--- src/rtl/lsu_ctrl_if.sv ---
// lsu_ctrl_if: core-side request/response and word-wide memory bus of the load/store unit.
// slave is the controller's view, master is the view of whoever drives the core and memory side.
interface lsu_ctrl_if #(parameter int ADDR_W = 32);
  logic              lsu_reqValid;
  logic              lsu_wen;
  logic [ADDR_W-1:0] lsu_addr;
  logic [31:0]       lsu_wdata;
  logic [1:0]        lsu_size;
  logic              lsu_unsigned;
  logic              lsu_respValid;
  logic [31:0]       lsu_rdata;
  logic              lsu_err;
  logic              mem_reqValid;
  logic              mem_reqReady;
  logic              mem_wen;
  logic [ADDR_W-1:0] mem_addr;
  logic [31:0]       mem_wdata;
  logic [3:0]        mem_wstrb;
  logic              mem_respValid;
  logic [31:0]       mem_rdata;
  modport slave (
    input  lsu_reqValid, lsu_wen, lsu_addr, lsu_wdata, lsu_size, lsu_unsigned,
           mem_reqReady, mem_respValid, mem_rdata,
    output lsu_respValid, lsu_rdata, lsu_err,
           mem_reqValid, mem_wen, mem_addr, mem_wdata, mem_wstrb
  );
  modport master (
    output lsu_reqValid, lsu_wen, lsu_addr, lsu_wdata, lsu_size, lsu_unsigned,
           mem_reqReady, mem_respValid, mem_rdata,
    input  lsu_respValid, lsu_rdata, lsu_err,
           mem_reqValid, mem_wen, mem_addr, mem_wdata, mem_wstrb
  );
endinterface

--- src/rtl/lsu_ctrl.sv ---
// lsu_ctrl: byte/half/word load-store controller bridging a core to a word-wide memory bus.
// Define LSU_MISALIGN_CHECK_EN to turn misaligned half/word accesses into one-cycle error responses.
module lsu_ctrl #(parameter int ADDR_W = 32) (
  input logic        clock,
  input logic        reset,
  lsu_ctrl_if.slave  bus
);
  typedef enum logic [1:0] {IDLE, REQ, WAIT, RESP} state_t;
  state_t state, state_nx;
  logic [ADDR_W-1:0] addr_q;
  logic [31:0] wdata_q, rdata_q, rdata_ext;
  logic [1:0] size_q;
  logic uns_q, wen_q, err_q, misalign;
  logic [7:0] rd_b;
  logic [15:0] rd_h;
`ifdef LSU_MISALIGN_CHECK_EN
  assign misalign = (bus.lsu_size == 2'd1 && bus.lsu_addr[0]) || (bus.lsu_size[1] && bus.lsu_addr[1:0] != 2'b00);
`else
  assign misalign = 1'b0;
`endif
  always_ff @(posedge clock or posedge reset)
    if (reset) state <= IDLE;
    else state <= state_nx;
  always_comb
    state_nx = state == IDLE ? (bus.lsu_reqValid ? (misalign ? RESP : REQ) : IDLE) :
               state == REQ  ? (bus.mem_reqReady ? WAIT : REQ) :
               state == WAIT ? (bus.mem_respValid ? RESP : WAIT) : IDLE;
  assign rd_b = bus.mem_rdata[{addr_q[1:0], 3'b000} +: 8];
  assign rd_h = addr_q[1] ? bus.mem_rdata[31:16] : bus.mem_rdata[15:0];
  assign rdata_ext = size_q == 2'd0 ? {{24{!uns_q && rd_b[7]}}, rd_b} :
                     size_q == 2'd1 ? {{16{!uns_q && rd_h[15]}}, rd_h} : bus.mem_rdata;
  always_ff @(posedge clock or posedge reset)
    if (reset) begin
      addr_q  <= '0;
      wdata_q <= '0;
      size_q  <= '0;
      uns_q   <= 1'b0;
      wen_q   <= 1'b0;
      err_q   <= 1'b0;
      rdata_q <= '0;
    end else begin
      if (state == IDLE && bus.lsu_reqValid) begin
        addr_q  <= bus.lsu_addr;
        wdata_q <= bus.lsu_wdata;
        size_q  <= bus.lsu_size;
        uns_q   <= bus.lsu_unsigned;
        wen_q   <= bus.lsu_wen;
        err_q   <= misalign;
      end
      // only load completions update the returned data
      if (state == WAIT && bus.mem_respValid && !wen_q) rdata_q <= rdata_ext;
    end
  always_comb begin
    bus.mem_reqValid  = state == REQ;
    bus.mem_wen       = wen_q;
    bus.mem_addr      = {addr_q[ADDR_W-1:2], 2'b00};
    bus.mem_wdata     = size_q == 2'd0 ? {4{wdata_q[7:0]}} : size_q == 2'd1 ? {2{wdata_q[15:0]}} : wdata_q;
    bus.mem_wstrb     = !wen_q ? 4'b0000 : size_q == 2'd0 ? 4'b0001 << addr_q[1:0] :
                        size_q == 2'd1 ? 4'b0011 << {addr_q[1], 1'b0} : 4'b1111;
    bus.lsu_respValid = state == RESP;
    bus.lsu_err       = state == RESP && err_q;
    bus.lsu_rdata     = rdata_q;
  end
endmodule

--- src/flat_wrapper.sv ---
// flat-port wrapper written by rule: the top's interface ports become plain ports
module lsu_ctrl_flat 
#(parameter int ADDR_W = 32)
  (clock, reset, bus_lsu_reqValid, bus_lsu_wen, bus_lsu_addr, bus_lsu_wdata, bus_lsu_size, bus_lsu_unsigned, bus_mem_reqReady, bus_mem_respValid, bus_mem_rdata, bus_lsu_respValid, bus_lsu_rdata, bus_lsu_err, bus_mem_reqValid, bus_mem_wen, bus_mem_addr, bus_mem_wdata, bus_mem_wstrb);
  lsu_ctrl_if #(.ADDR_W(ADDR_W)) bus_i ();
  input logic clock;
  input logic reset;
  input wire logic [$bits(bus_i.lsu_reqValid)-1:0] bus_lsu_reqValid;
  input wire logic [$bits(bus_i.lsu_wen)-1:0] bus_lsu_wen;
  input wire logic [$bits(bus_i.lsu_addr)-1:0] bus_lsu_addr;
  input wire logic [$bits(bus_i.lsu_wdata)-1:0] bus_lsu_wdata;
  input wire logic [$bits(bus_i.lsu_size)-1:0] bus_lsu_size;
  input wire logic [$bits(bus_i.lsu_unsigned)-1:0] bus_lsu_unsigned;
  input wire logic [$bits(bus_i.mem_reqReady)-1:0] bus_mem_reqReady;
  input wire logic [$bits(bus_i.mem_respValid)-1:0] bus_mem_respValid;
  input wire logic [$bits(bus_i.mem_rdata)-1:0] bus_mem_rdata;
  output wire logic [$bits(bus_i.lsu_respValid)-1:0] bus_lsu_respValid;
  output wire logic [$bits(bus_i.lsu_rdata)-1:0] bus_lsu_rdata;
  output wire logic [$bits(bus_i.lsu_err)-1:0] bus_lsu_err;
  output wire logic [$bits(bus_i.mem_reqValid)-1:0] bus_mem_reqValid;
  output wire logic [$bits(bus_i.mem_wen)-1:0] bus_mem_wen;
  output wire logic [$bits(bus_i.mem_addr)-1:0] bus_mem_addr;
  output wire logic [$bits(bus_i.mem_wdata)-1:0] bus_mem_wdata;
  output wire logic [$bits(bus_i.mem_wstrb)-1:0] bus_mem_wstrb;
  assign bus_i.lsu_reqValid = bus_lsu_reqValid;
  assign bus_i.lsu_wen = bus_lsu_wen;
  assign bus_i.lsu_addr = bus_lsu_addr;
  assign bus_i.lsu_wdata = bus_lsu_wdata;
  assign bus_i.lsu_size = bus_lsu_size;
  assign bus_i.lsu_unsigned = bus_lsu_unsigned;
  assign bus_i.mem_reqReady = bus_mem_reqReady;
  assign bus_i.mem_respValid = bus_mem_respValid;
  assign bus_i.mem_rdata = bus_mem_rdata;
  assign bus_lsu_respValid = bus_i.lsu_respValid;
  assign bus_lsu_rdata = bus_i.lsu_rdata;
  assign bus_lsu_err = bus_i.lsu_err;
  assign bus_mem_reqValid = bus_i.mem_reqValid;
  assign bus_mem_wen = bus_i.mem_wen;
  assign bus_mem_addr = bus_i.mem_addr;
  assign bus_mem_wdata = bus_i.mem_wdata;
  assign bus_mem_wstrb = bus_i.mem_wstrb;
  lsu_ctrl #(.ADDR_W(ADDR_W)) u_core (.clock(clock), .reset(reset), .bus(bus_i));
endmodule
--- config.mk ---
export PLATFORM = sky130hd
export DESIGN_NAME = lsu_ctrl_flat
export DESIGN_NICKNAME = d
export VERILOG_FILES = /design/src/rtl/lsu_ctrl_if.sv /design/src/rtl/lsu_ctrl.sv /design/src/flat_wrapper.sv
export SDC_FILE = /design/constraint.sdc
export NUM_CORES = 1
export LEC_CHECK = 0
export ABC_AREA = 1
export BUFFER_PORTS_ARGS = -buffer_cell sky130_fd_sc_hd__buf_2
export CAP_MARGIN = 20
export CORE_MARGIN = 5
export CORE_UTILIZATION = 49
export CTS_CLUSTER_SIZE = 25
export DETAILED_ROUTE_END_ITERATION = 8
export PLACE_DENSITY = 0.8
export SYNTH_ARGS = -nofsm -noshare
export SYNTH_HDL_FRONTEND = slang
export SYNTH_SLANG_ARGS = --single-unit
--- constraint.sdc ---
create_clock -name clock -period 4 [get_ports clock]
set_clock_uncertainty 0.05 [all_clocks]
set_input_delay 0.4 -clock clock [delete_from_list [all_inputs] [get_ports clock]]
set_output_delay 0.4 -clock clock [all_outputs]
set_load 0.02 [all_outputs]
==> run metrics <==
leak pwr=approximately 0.0036 uW; pin count of the biggest net entering global routing=92; synthesized cell area=roughly 0.0053 mm^2; Initial Util=between 40 and 50%; Core ar.=0.0107 mm^2; Port Buffers=around 210; CP Class=reg2out; sequential area share after synthesis=about 48%; Yosys reg bits=approximately 100; first-pass GRT wire length=22800 um; number of CTS-inserted buffers=9; pins over their slew limit=0; final WL=approximately 14000 um; r2r startpoint=u_core.size_q[1]; hold buffers post-CTS=0; Power Internal=approximately 2800 uW; Synth cell types=24; Post-Syn Instances=between 600 and 700; vias in the first global route=4634; gr ovfl total=0; Final HPWL DP=10600 um; Post-Syn Area per Cell=slightly above 8 um^2; chip height=approximately 110 um; Core Rows=38; Layout area overhead=18.6%; power density cells=between 800 and 900 mW/mm^2; worst slew pin tran=about 1.0 ns; CTS max path bufs=2; pre-CTS WS=~1.9 ns; setup TNS=0 ns; RSZ-0062 raised after global routing=no; Area after DPL=a little over 0.006 mm^2; aggregate global-route resource usage=between 20% and 30%; Boundary Pins=roughly 210; 1st-iter DRT viols=roughly 240; total of max-cap violations=0; proportion of power drawn by combinational gates=a little over half; total chip power=roughly 5400 uW; # DRC=0; Worst R2R Setup Slack=between 1.5 and 2 ns; Final Worst Setup Slack=about 1.5 ns; WP data arrival=roughly 2.1 ns; Detail Route Antenna Nets=0; crit end category=output pin; final critical-path required period=2.51 ns; Hold Crit Class=in2async; Yosys warnings=0; Fin. Hold Viols=0; Root Buffer=clkbuf_8; DR pass1 iterations=5; Die Width=between 100 and 150 um; post-route cell area=0.00632 mm^2; reg-to-reg endpoint=u_core.bus.lsu_rdata[30]; postcts setup bufs=0; smallest hold slack=0.0172 ns; worst-path fanout max=27; post-CTS sizing=0; gpl congestion=just over 0.9; CTS tree=built; Reg clk slew, reported paths=between 0.1 and 0.15 ns; H-tree depth=3; clock share of power=between 10 and 15%; Final nets=approximately 900; Final setup viols=0; CTS Sinks=102; antenna fix cells=0; vias per cell=about 5; vias after detailed routing=between 4000 and 5000; status=finished clean; Slew Limit Headroom=between 30% and 40%; Die ar.=0.0131 mm^2; crit share post-route=62.8%; part of the power in registers=about 34%; IR drop worst, VDD=a little over 0.0006 V; Register-to-Register Path Depth=7; crit path launch type=flop; initial antenna violation count=1; Skew-Pair Late Insertion Delay=0.36 ns; sw frac=47.2%; wire per inst=around 15 um; share of layout cells above drive strength 1=35.7%; max frequency=between 300 and 400 MHz; net switching power=2530 uW; worst endpoint required time=between 3 and 4 ns
[how the worst max path moves through the flow]
stage / start / end / slack, ns / depth (start not counted)
finish: u_core.size_q[1] / bus_mem_wdata[30] / 1.49 / 6
detailed placement: u_core.size_q[1] / u_core.bus.lsu_rdata[12] / 1.88 / 7
CTS: u_core.size_q[1] / bus_mem_wdata[30] / 1.46 / 6
global route: u_core.size_q[1] / bus_mem_wdata[12] / 1.25 / 6
global placement: u_core.size_q[1] / bus_mem_wdata[24] / 1.93 / 6
floorplan: reset / u_core.addr_q[0] / 0.87 / 1
[cells in the mapped netlist (all sizes together)]
cell | number | area [um^2]
a211oi | 1 | 7.51
a21oi | 38 | 190
buf | 62 | 439
clkbuf | 7 | 26.3
conb | 1 | 3.75
dfrtp | 102 | 2550
inv | 60 | 228
mux2 | 46 | 518
nand2 | 219 | 832
nand3 | 32 | 170
nand3b | 1 | 7.51
nor2 | 47 | 198
nor3 | 3 | 15.0
o211ai | 8 | 60.1
o21ai | 17 | 85.1
[power groups by stage]
stage / Clock [uW] / Sequential, uW / Combinational (uW)
6_report: 694 / 1810 / 2860
5_1_grt: 762 / 1880 / 3140
4_1_cts: 712 / 1810 / 2890
3_5_place_dp: 0 / 1830 / 2870
3_3_place_gp: 0 / 1810 / 2830
2_1_floorplan: 0 / 1920 / 2130
[worst max-delay path: stages, from the launching register on]
cell      delay (ns)
dfrtp_1         0.42
inv_4           0.15
nand2_2         0.23
inv_2           0.44
nand2_1         0.13
o211ai_1        0.13
buf_2           0.20
[layout by cell type (no fill, tap or decap), drive strengths merged]
master,netlist,final
mux2,46,46
nor3,3,3
clkinv,0,1
dfrtp,102,102
nand3b,1,1
bufinv,0,1
nor2,47,47
o211ai,8,8
nand3,32,32
nand2,219,219
clkbuf,7,9
conb,1,3
a21oi,38,38
a211oi,1,1
buf,62,209
inv,60,65
o21ai,17,17
[sequential cells by signal, indices dropped and copies added (netlist names)]
name                  flops
u_core.bus.mem_wen        1
u_core.size_q             2
u_core.bus.lsu_rdata     32
u_core.wdata_q           32
u_core.state              2
u_core.uns_q              1
u_core.addr_q            32
[per-layer routing]
layer | vias to the layer above | GRT usage [%] | share of wire, %
met1 | 2149 | 28.6 | 41
met5 | - | 0 | 0.050
met3 | 29 | 5.76 | 10
met4 | 2 | 6.33 | 1.9
li1 | 2285 | - | -
met2 | 228 | 36.3 | 47
[per-stage QoR]
stage	utilization [%]	instances
after global placement	56.9	926
after global routing	58.8	942
final	58.8	942
after CTS	58.8	942
after detailed placement	56.9	926
after floorplan	-	646
[cell type report]
type	instances	area, um^2
inverter	60	230
clock buffer	9	124
sequential	102	2550
timing repair buffer	209	1060
tap	140	175
fill	993	4420
clock inverter	7	86.3
multi-input combinational	415	2100
[logic make-up after synthesis]
kind of cell / Yosys count / share of synthesized area, %
AND/OR/NAND/NOR: 302 / 22.9
flip-flops: 102 / 47.9
buffers and inverters: 129 / 13.0
multiplexers: 46 / 9.71
AO/OA/AOI/OAI: 64 / 6.43
other: 1 / 0.0703
(Power assumes the default switching activity.)
